[src/rtl/popcount_seq_if.sv]
// Handshake bundle for popcount_seq: word-in channel with mode/abort,
// result-out channel with count and flag outputs.
interface popcount_seq_if #(
    parameter int WIDTH = 32,
    parameter int CNT_W = $clog2(WIDTH + 1)
);
    logic             in_valid;
    logic             in_ready;
    logic [WIDTH-1:0] in_data;
    logic             in_mode;
    logic             abort;
    logic             out_valid;
    logic             out_ready;
    logic [CNT_W-1:0] out_count;
    logic             out_parity;
    logic             out_all;
    logic             out_none;

    modport master (
        output in_valid, in_data, in_mode, abort, out_ready,
        input  in_ready, out_valid, out_count, out_parity, out_all, out_none
    );

    modport slave (
        input  in_valid, in_data, in_mode, abort, out_ready,
        output in_ready, out_valid, out_count, out_parity, out_all, out_none
    );
endinterface

[src/rtl/popcount_seq.sv]
// Multi-cycle population counter: counts ones (or zeros) of a WIDTH-bit word
// CHUNK bits per clock, with valid/ready handshakes and parity/all/none flags.
module popcount_seq #(
    parameter int WIDTH = 32,
    parameter int CHUNK = 4,
    parameter int CNT_W = $clog2(WIDTH + 1)
) (
    input  logic          clk,
    input  logic          rst_n,
    popcount_seq_if.slave bus
);
    localparam int N     = WIDTH / CHUNK;
    localparam int IDX_W = (N > 1) ? $clog2(N) : 1;

    typedef enum logic [1:0] {
        IDLE  = 2'd0,
        COUNT = 2'd1,
        DONE  = 2'd2
    } state_t;

    state_t           state_r;
    state_t           state_s;
    logic [WIDTH-1:0] shift_r;
    logic [CNT_W-1:0] acc_r;
    logic [IDX_W-1:0] idx_r;
    logic             parity_r;
    logic [CNT_W-1:0] out_count_r;
    logic             out_parity_r;
    logic             out_all_r;
    logic             out_none_r;
    logic             in_ready_r;
    logic             out_valid_r;
    logic             accept_s;
    logic             last_s;
    logic [CNT_W-1:0] sum_s;

    function automatic logic [CNT_W-1:0] chunk_popcount(input logic [CHUNK-1:0] bits);
        logic [CNT_W-1:0] total;
        total = {CNT_W{1'b0}};
        for (int i = 0; i < CHUNK; i++) begin
            total = total + CNT_W'(bits[i]);
        end
        return total;
    endfunction

    function automatic logic word_parity(input logic [WIDTH-1:0] word);
        return ^word;
    endfunction

    // Acceptance, last-chunk detection and the running sum for this cycle.
    always_comb begin
        accept_s = (state_r == IDLE) && bus.in_valid && !bus.abort;
        last_s   = (idx_r == IDX_W'(N - 1));
        sum_s    = acc_r + chunk_popcount(shift_r[CHUNK-1:0]);
    end

    // State register.
    always_ff @(posedge clk or negedge rst_n) begin
        if (!rst_n) begin
            state_r <= IDLE;
        end else begin
            state_r <= state_s;
        end
    end

    // Next-state logic; abort wins over both acceptance and completion.
    always_comb begin
        state_s = state_r;
        case (state_r)
            IDLE: begin
                if (accept_s) begin
                    state_s = COUNT;
                end else begin
                    state_s = IDLE;
                end
            end
            COUNT: begin
                if (bus.abort) begin
                    state_s = IDLE;
                end else if (last_s) begin
                    state_s = DONE;
                end else begin
                    state_s = COUNT;
                end
            end
            DONE: begin
                if (bus.abort || bus.out_ready) begin
                    state_s = IDLE;
                end else begin
                    state_s = DONE;
                end
            end
            default: begin
                state_s = IDLE;
            end
        endcase
    end

    // Datapath: capture, chunked accumulation and result registration.
    always_ff @(posedge clk or negedge rst_n) begin
        if (!rst_n) begin
            shift_r      <= {WIDTH{1'b0}};
            acc_r        <= {CNT_W{1'b0}};
            idx_r        <= {IDX_W{1'b0}};
            parity_r     <= 1'b0;
            out_count_r  <= {CNT_W{1'b0}};
            out_parity_r <= 1'b0;
            out_all_r    <= 1'b0;
            out_none_r   <= 1'b0;
        end else begin
            case (state_r)
                IDLE: begin
                    if (accept_s) begin
                        // Counting zeros is counting ones of the inverted word.
                        shift_r  <= bus.in_mode ? ~bus.in_data : bus.in_data;
                        acc_r    <= {CNT_W{1'b0}};
                        idx_r    <= {IDX_W{1'b0}};
                        parity_r <= word_parity(bus.in_data);
                    end
                end
                COUNT: begin
                    if (!bus.abort) begin
                        acc_r   <= sum_s;
                        shift_r <= shift_r >> CHUNK;
                        idx_r   <= idx_r + IDX_W'(1);
                        if (last_s) begin
                            out_count_r  <= sum_s;
                            out_parity_r <= parity_r;
                            out_all_r    <= (sum_s == CNT_W'(WIDTH));
                            out_none_r   <= (sum_s == {CNT_W{1'b0}});
                        end
                    end
                end
                DONE: begin
                    shift_r <= shift_r;
                end
                default: begin
                    shift_r <= shift_r;
                end
            endcase
        end
    end

    // Handshake outputs registered from the next state so they change with it.
    always_ff @(posedge clk or negedge rst_n) begin
        if (!rst_n) begin
            in_ready_r  <= 1'b1;
            out_valid_r <= 1'b0;
        end else begin
            in_ready_r  <= (state_s == IDLE);
            out_valid_r <= (state_s == DONE);
        end
    end

    assign bus.in_ready   = in_ready_r;
    assign bus.out_valid  = out_valid_r;
    assign bus.out_count  = out_count_r;
    assign bus.out_parity = out_parity_r;
    assign bus.out_all    = out_all_r;
    assign bus.out_none   = out_none_r;
endmodule
[src/flat_wrapper.sv]
// flat-port wrapper written by rule: the top's interface ports become plain ports
module popcount_seq_flat 
#(
    parameter int WIDTH = 32,
    parameter int CHUNK = 4,
    parameter int CNT_W = $clog2(WIDTH + 1)
)
  (clk, rst_n, bus_in_valid, bus_in_data, bus_in_mode, bus_abort, bus_out_ready, bus_in_ready, bus_out_valid, bus_out_count, bus_out_parity, bus_out_all, bus_out_none);
  popcount_seq_if #(.WIDTH(WIDTH), .CNT_W(CNT_W)) bus_i ();
  input  logic clk;
  input  logic rst_n;
  input wire logic [$bits(bus_i.in_valid)-1:0] bus_in_valid;
  input wire logic [$bits(bus_i.in_data)-1:0] bus_in_data;
  input wire logic [$bits(bus_i.in_mode)-1:0] bus_in_mode;
  input wire logic [$bits(bus_i.abort)-1:0] bus_abort;
  input wire logic [$bits(bus_i.out_ready)-1:0] bus_out_ready;
  output wire logic [$bits(bus_i.in_ready)-1:0] bus_in_ready;
  output wire logic [$bits(bus_i.out_valid)-1:0] bus_out_valid;
  output wire logic [$bits(bus_i.out_count)-1:0] bus_out_count;
  output wire logic [$bits(bus_i.out_parity)-1:0] bus_out_parity;
  output wire logic [$bits(bus_i.out_all)-1:0] bus_out_all;
  output wire logic [$bits(bus_i.out_none)-1:0] bus_out_none;
  assign bus_i.in_valid = bus_in_valid;
  assign bus_i.in_data = bus_in_data;
  assign bus_i.in_mode = bus_in_mode;
  assign bus_i.abort = bus_abort;
  assign bus_i.out_ready = bus_out_ready;
  assign bus_in_ready = bus_i.in_ready;
  assign bus_out_valid = bus_i.out_valid;
  assign bus_out_count = bus_i.out_count;
  assign bus_out_parity = bus_i.out_parity;
  assign bus_out_all = bus_i.out_all;
  assign bus_out_none = bus_i.out_none;
  popcount_seq #(.WIDTH(WIDTH), .CHUNK(CHUNK), .CNT_W(CNT_W)) u_core (.clk(clk), .rst_n(rst_n), .bus(bus_i));
endmodule
[config.mk]
export PLATFORM = sky130hd
export DESIGN_NAME = popcount_seq_flat
export DESIGN_NICKNAME = d
export VERILOG_FILES = /design/src/rtl/popcount_seq_if.sv /design/src/rtl/popcount_seq.sv /design/src/flat_wrapper.sv
export SDC_FILE = /design/constraint.sdc
export NUM_CORES = 1
export LEC_CHECK = 0
export BUFFER_PORTS_ARGS = -buffer_cell sky130_fd_sc_hd__buf_4
export CORE_UTILIZATION = 45
export DETAILED_ROUTE_END_ITERATION = 8
export PLACE_DENSITY = 0.72
export SETUP_SLACK_MARGIN = 0.15
export SYNTH_ARGS = -nofsm -noshare
export SYNTH_HDL_FRONTEND = slang
export SYNTH_SLANG_ARGS = --single-unit
[constraint.sdc]
create_clock -name clk -period 2.7 [get_ports clk]
set_input_delay 0.27 -clock clk [delete_from_list [all_inputs] [get_ports clk]]
set_output_delay 0.27 -clock clk [all_outputs]
set_load 0.1 [all_outputs]
==> flow_summary.toml, run 1 <==
[outcome]
outcome = "finished with violations"
violations = "hold timing"

[routing]
drt-initial-drc-count = 89
top_layer = "met4"
routed_wl_um = 5440
drc = 0
vias = 2228
final_antenna_net_count = 0
via_per_inst = 4.92
wl_met2_um = 2640
wirelength_met1_um = 2570
firstDrtPassIters = 6
wl_per_cell_um = 12.0
wl_met3_um = 170

[worst_setup_path]
cp-start-kind = "register"
crit_required_ns = 2.95
cp_max_fo = 4
worstPathArrival_ns = 2.72
crit_type = "register to register"
cp-end-kind = "register"

[clock_tree]
htree_levels = 2
cts_buffers = 5
root_buffer = "clkbuf_8"
cts_setup_buffers = 0
clk_path_buf_depth = 2
cts.sinks = 55
clk_latency_ns = 0.31
clkSlewWorstSetupHoldPaths_ns = 0.10
tritoncts = "yes"
postCtsHoldBufs = 0

[synth]
yosysWarnings = 0
synth.net_count = 385
avgSynthCellArea_um2 = 9.11
async_reset_ff_frac = 1.00
ys.flop_type = "dfrtp_1"
syn-instance-count = 338
synth_edf_count = 0
ys_seq_area_frac = 0.448
synth_cell_types = 29
synth_seq_cells = 55
syn_area_mm2 = 0.00308

[grt]
grt_pass1_wl_um = 9340
grt_pass1_vias = 2086
grt-ovfl-total = 0
track_usage = 0.165
antenna_found_initial = 0
grt_max_degree = 63

[power]
p_total_mw = 2.48
power_frac_seq = 0.447
power_switching_share = 0.332
p_int_mw = 1.66
p_leak_nw = 1.61
powerDensity_mw_per_mm2 = 686
pwr-share-comb = 0.341
clkPwrFrac = 0.212
ir_worst_vdd_mv = 0.321
power_switching_mw = 0.824

[cells_and_area]
final_util = 0.560
fin_area_mm2 = 0.00362
diodes = 0
multiInputGateArea_mm2 = 0.00162
num-nets-final = 423
layout-drive-gt1-share = 0.189
regArea_mm2 = 0.00138
syn2layout_area_growth_pct = 17.5
nFillCells = 588

[sta]
hold_viol = 9
clock_skew_ns = 0.0143
fin_crit_sh = 0.915
max_freq_ghz = 0.405
setup_viol = 0
rsz0062_at_grt = "true"
slew_violations = 0
worst_pin_slew_ns = 0.684
tns_ns = 0
min_period_ns = 2.47
relSlewSlack = 0.544
whs_ns = -0.0246

[die]
fp-row-count = 29
die_w_um = 84.7
die_area_mm2 = 0.00717
start_util = 0.477
coreArea_mm2 = 0.00646
pin_count = 49
fp.dieH_um = 84.7

[place]
hpwl_um = 3950
dpl_cell_area_mm2 = 0.00349
portBuffers = 48
gp_congestion = 0.768

[flow_run]
drv_cap = 0

[worst_hold_path]
hp-class = "primary input to async pin"
==> worst paths after layout <==
kind                                                 from                             end  slack [ns]  depth (start not counted)
max                         u_core.shift_r[0]$_DFFE_PN0P_  u_core.bus.out_all$_DFFE_PN0P_        0.23                         12
min reg2reg                u_core.shift_r[10]$_DFFE_PN0P_  u_core.shift_r[10]$_DFFE_PN0P_        0.49                          2
max in group asynchronous                           rst_n     u_core.state_r[1]$_DFF_PN0_        2.24                          1
min                                                 rst_n  u_core.bus.out_all$_DFFE_PN0P_       -0.02                          1
max reg2reg                 u_core.shift_r[0]$_DFFE_PN0P_  u_core.bus.out_all$_DFFE_PN0P_        0.23                         12
min in group clk                                bus_abort  u_core.bus.out_valid$_DFF_PN0_        0.17                          2
==> Yosys cell counts (2+ instances only) <==
library cell | count | area, µm²
nand2_1 | 50 | 188
xor2_1 | 7 | 61.3
nor2b_1 | 2 | 12.5
o31ai_1 | 5 | 37.5
o21ai_1 | 2 | 10.0
ha_1 | 7 | 87.6
clkbuf_1 | 6 | 22.5
nand2b_1 | 2 | 12.5
dfrtp_1 | 54 | 1350
xnor2_1 | 60 | 526
mux2_2 | 2 | 22.5
nand3_1 | 2 | 10.0
nor2_1 | 35 | 131
fa_1 | 2 | 40.0
a21o_1 | 2 | 15.0
a21oi_1 | 29 | 145
inv_1 | 7 | 26.3
buf_2 | 13 | 65.1
o21ai_0 | 41 | 205
==> final cells by class <==
| cell class | count | share of cell area |
|---|---|---|
| multi-input cells | 256 | 0.447 |
| flip-flops and latches | 55 | 0.381 |
| repair buffers | 51 | 0.109 |
| well taps | 77 | 0.0266 |
| clock buffers | 6 | 0.0201 |
| clock inverters | 1 | 0.00830 |
| inverters | 7 | 0.00727 |
==> power groups by stage <==
stage                     Sequential [mW]  Clock (mW)  Combinational [mW]
after global routing                 1.13       0.580               0.963
after global placement               1.11           0               0.809
after detailed placement             1.13           0               0.831
final                                1.11       0.526               0.845
after floorplan                      1.14           0               0.589
after CTS                            1.11       0.544               0.848
==> through the flow <==
stage                     instances  worst slack [ns]  hold slack (ns)
after detailed placement        446            0.0978            0.360
final                           453             0.229          -0.0246
after global routing            453            0.0487           0.0505
after global placement          446             0.147            0.360
after floorplan                 338             0.269          -0.0256
after CTS                       453             0.136           0.0207
==> registers in the layout, summed over array words and instances (netlist names) <==
name and count:
u_core.idx_r 3, u_core.bus.out_valid 1, u_core.state_r 2, u_core.bus.out_count 6, u_core.bus.in_ready 1, u_core.bus.out_none 1
u_core.bus.out_all 1, u_core.shift_r 32, u_core.acc_r 6, u_core.bus.out_parity 1, u_core.parity_r 1
==> cell usage in the layout, fill, tap and decap left out, drive strengths merged <==
master,Yosys,routed
nor2,36,36
a21o,2,2
bufinv,0,1
nand2,51,51
a22oi,1,1
fa,2,2
xnor2,60,60
nand4,1,1
nand3,2,2
o21bai,1,1
dfstp,1,1
dfrtp,54,54
a21oi,29,29
and4bb,1,1
ha,7,7
buf,14,51
a22o,1,1
nor4b,1,1
o31ai,5,5
xor2,7,7
clkbuf,6,6
nor2b,2,2
mux2,2,2
nand2b,2,2
inv,7,7
o21ai,43,43
==> what timing repair did <==
action,CTS,global route
pin swaps,1,4
gates resized for setup,3,5
endpoints found under the setup margin,1,4
==> cells by family after synthesis <==
family,share of synthesized area
multiplexers,0.00732
flip-flops,0.448
adder cells (fa/ha/maj),0.0415
AND/OR/NAND/NOR,0.133
XOR/XNOR,0.191
buffers and inverters,0.0382
AO/OA/AOI/OAI,0.142
==> worst max-delay path, stage by stage, from the launching register on <==
cell     delay (ns)
dfrtp_1        0.39
ha_1           0.29
inv_1          0.06
fa_1           0.39
inv_1          0.07
ha_2           0.18
inv_2          0.04
fa_2           0.35
nor2b_1        0.12
o21ai_1        0.10
xor2_2         0.21
nand3_1        0.10
o21ai_1        0.11
==> metal layers <==
layer  vias up  global-route usage
li1       1176                   -
met1      1014               0.214
met2        33               0.277
met3         5              0.0364
met4         0              0.0462
met5         -                   0
(Power assumes the default switching activity.)
==> inputs of run 2 (changes only) <==
- CORE_UTILIZATION: 45 -> 40
- CTS_BUF_LIST: default -> sky130_fd_sc_hd__clkbuf_8
- PLACE_DENSITY: 0.72 -> 0.66
==> flow_summary.toml, run 2 (synthesis gave the netlist of run 1 again) <==
[outcome]
outcome = "finished with violations"
violations = "hold timing"

[routing]
drt-initial-drc-count = 55
final_antenna_net_count = 0
firstDrtPassIters = 4
via_per_inst = 4.72
wl_per_cell_um = 11.8
vias = 2256
drc = 0
routed_wl_um = 5650

[sta]
worst_pin_slew_ns = 0.685
rsz0062_at_grt = "true"
min_period_ns = 2.59
relSlewSlack = 0.543
setup_viol = 0
fin_crit_sh = 0.958
hold_viol = 11
slew_violations = 0
whs_ns = -0.00508
clock_skew_ns = 0.00378
max_freq_ghz = 0.386

[power]
p_leak_nw = 1.62
clkPwrFrac = 0.182
power_switching_mw = 0.848
ir_worst_vdd_mv = 0.249
power_frac_seq = 0.455
pwr-share-comb = 0.363
power_switching_share = 0.349
powerDensity_mw_per_mm2 = 667
p_int_mw = 1.58

[die]
die_area_mm2 = 0.00805
fp.dieH_um = 89.7
fp-row-count = 31
coreArea_mm2 = 0.00733
die_w_um = 89.7
pin_count = 49
start_util = 0.420

[worst_setup_path]
crit_type = "register to register"
crit_family = "adder cells"
regToRegSetupSlack_ns = 0.11
cpPeakStageDelay_ns = 0.44
cp-end-kind = "register"
crit_required_ns = 2.94
r2r_end = "u_core.bus.out_all$_DFFE_PN0P_"
cp-start-kind = "register"
critPathBufInv = 3
crit_top_cell = "inv_2"
cp_num_cells = 12
reg2reg_from = "u_core.shift_r[1]$_DFFE_PN0P_"
worstPathArrival_ns = 2.83
crit_slowest_cell = "fa_1"
cp_max_fo = 4
path_cells = "ha_1 -> inv_2 -> fa_1 -> inv_1 -> ha_2 -> inv_2 -> fa_2 -> nor2b_2 -> o21ai_2 -> xor2_2 -> nand3_1 -> o21ai_1"
reg2reg_depth = 12

[cells_and_area]
fin_cells = 478
multiInputGateArea_mm2 = 0.00163
num-nets-final = 425
syn2layout_area_growth_pct = 18.3
final_cell_mix = "60 x xnor2_1, 54 x dfrtp_1, 53 x buf_4"
mostFrequentLayoutCell = "xnor2_1"
final_util = 0.497
layout-drive-gt1-share = 0.208
largest_register_ffs = 32
diodes = 0
nFillCells = 689
regArea_mm2 = 0.00138
largest_register = "u_core.shift_r"

[grt]
busiest_layer = "met2"
grt-ovfl-total = 0
grt_pass1_wl_um = 9730
gr-usage-met3 = 0.0321
use_met1 = 0.187
antenna_found_initial = 0
met2_usage = 0.256
grt_max_degree = 56
track_usage = 0.149
grt_pass1_vias = 2194

[worst_hold_path]
hp-class = "primary input to async pin"

[clock_tree]
postCtsHoldBufs = 0
root_buffer = "clkbuf_8"
cts_buffers = 5
clkSlewWorstSetupHoldPaths_ns = 0.10
clk_path_buf_depth = 2
htree_levels = 2
clk_latency_ns = 0.31
tritoncts = "yes"
cts.sinks = 55

[place]
hpwl_um = 4090
place_inst = 469
portBuffers = 48
gp_congestion = 0.735

[flow_run]
drv_cap = 0
-- run 2: cell count changes in the layout (fill, tap and decap cells not counted), sizes merged --
cell	delta
clkinv	+3
clkbuf	-1
bufinv	-1
buf	+2
-- run 2: worst register-to-register path: cells and delay by family (launching register included) --
family	cells	cell delay [ns]
adders and majority gates	4	1.32
xor gates and xnor gates	1	0.19
buffers and inverters	3	0.15
and+or+nand+nor	2	0.25
AOI/OAI and AO/OA	2	0.22
DFF	1	0.39
-- run 2: layout make-up --
cell class,instances,area share
Clock buffer,5,0.0189
Clock inverter,3,0.00412
Inverter,7,0.00722
Multi-Input combinational cell,256,0.448
Sequential cell,55,0.378
Tap cell,99,0.0340
Timing Repair Buffer,53,0.109
-- run 2: what timing repair did --
item,CTS,global route
buffers inserted,0,1
hold endpoints to repair,0,0
pin swaps,1,8
gates resized for setup,3,8
endpoints found under the setup margin,2,6
-- run 2: metal layers --
layer	up-vias	share of wire
met5	-	0
met4	0	0.012
met3	5	0.031
met2	37	0.48
met1	1034	0.48
li1	1180	-
-- run 2: how the worst max path moves through the flow --
stage	start	end	slack (ns)
after floorplan	u_core.shift_r[0]$_DFFE_PN0P_	u_core.bus.out_all$_DFFE_PN0P_	0.27
after global placement	u_core.shift_r[0]$_DFFE_PN0P_	u_core.bus.out_all$_DFFE_PN0P_	0.14
after detailed placement	u_core.shift_r[0]$_DFFE_PN0P_	u_core.bus.out_all$_DFFE_PN0P_	0.1
after CTS	u_core.shift_r[0]$_DFFE_PN0P_	u_core.bus.out_all$_DFFE_PN0P_	0.15
after global routing	u_core.shift_r[1]$_DFFE_PN0P_	u_core.bus.out_all$_DFFE_PN0P_	-0.06
final	u_core.shift_r[1]$_DFFE_PN0P_	u_core.bus.out_all$_DFFE_PN0P_	0.11
-- run 2: power by group through the flow --
stage | sequential (mW) | clock, mW | combinational, mW
finish | 1.11 | 0.441 | 0.882
global route | 1.13 | 0.486 | 1.01
global placement | 1.12 | 0 | 0.812
CTS | 1.11 | 0.457 | 0.858
detailed placement | 1.12 | 0 | 0.839
floorplan | 1.14 | 0 | 0.589
-- run 2: metrics by stage --
stage | power, mW | setup TNS [ns] | worst slack, ns | instance area, µm²
detailed placement | 1.96 | 0 | 0.0956 | 3520
floorplan | 1.73 | 0 | 0.269 | 3080
global route | 2.63 | -0.0615 | -0.0580 | 3640
finish | 2.43 | 0 | 0.113 | 3640
CTS | 2.42 | 0 | 0.146 | 3610
global placement | 1.93 | 0 | 0.143 | 3520
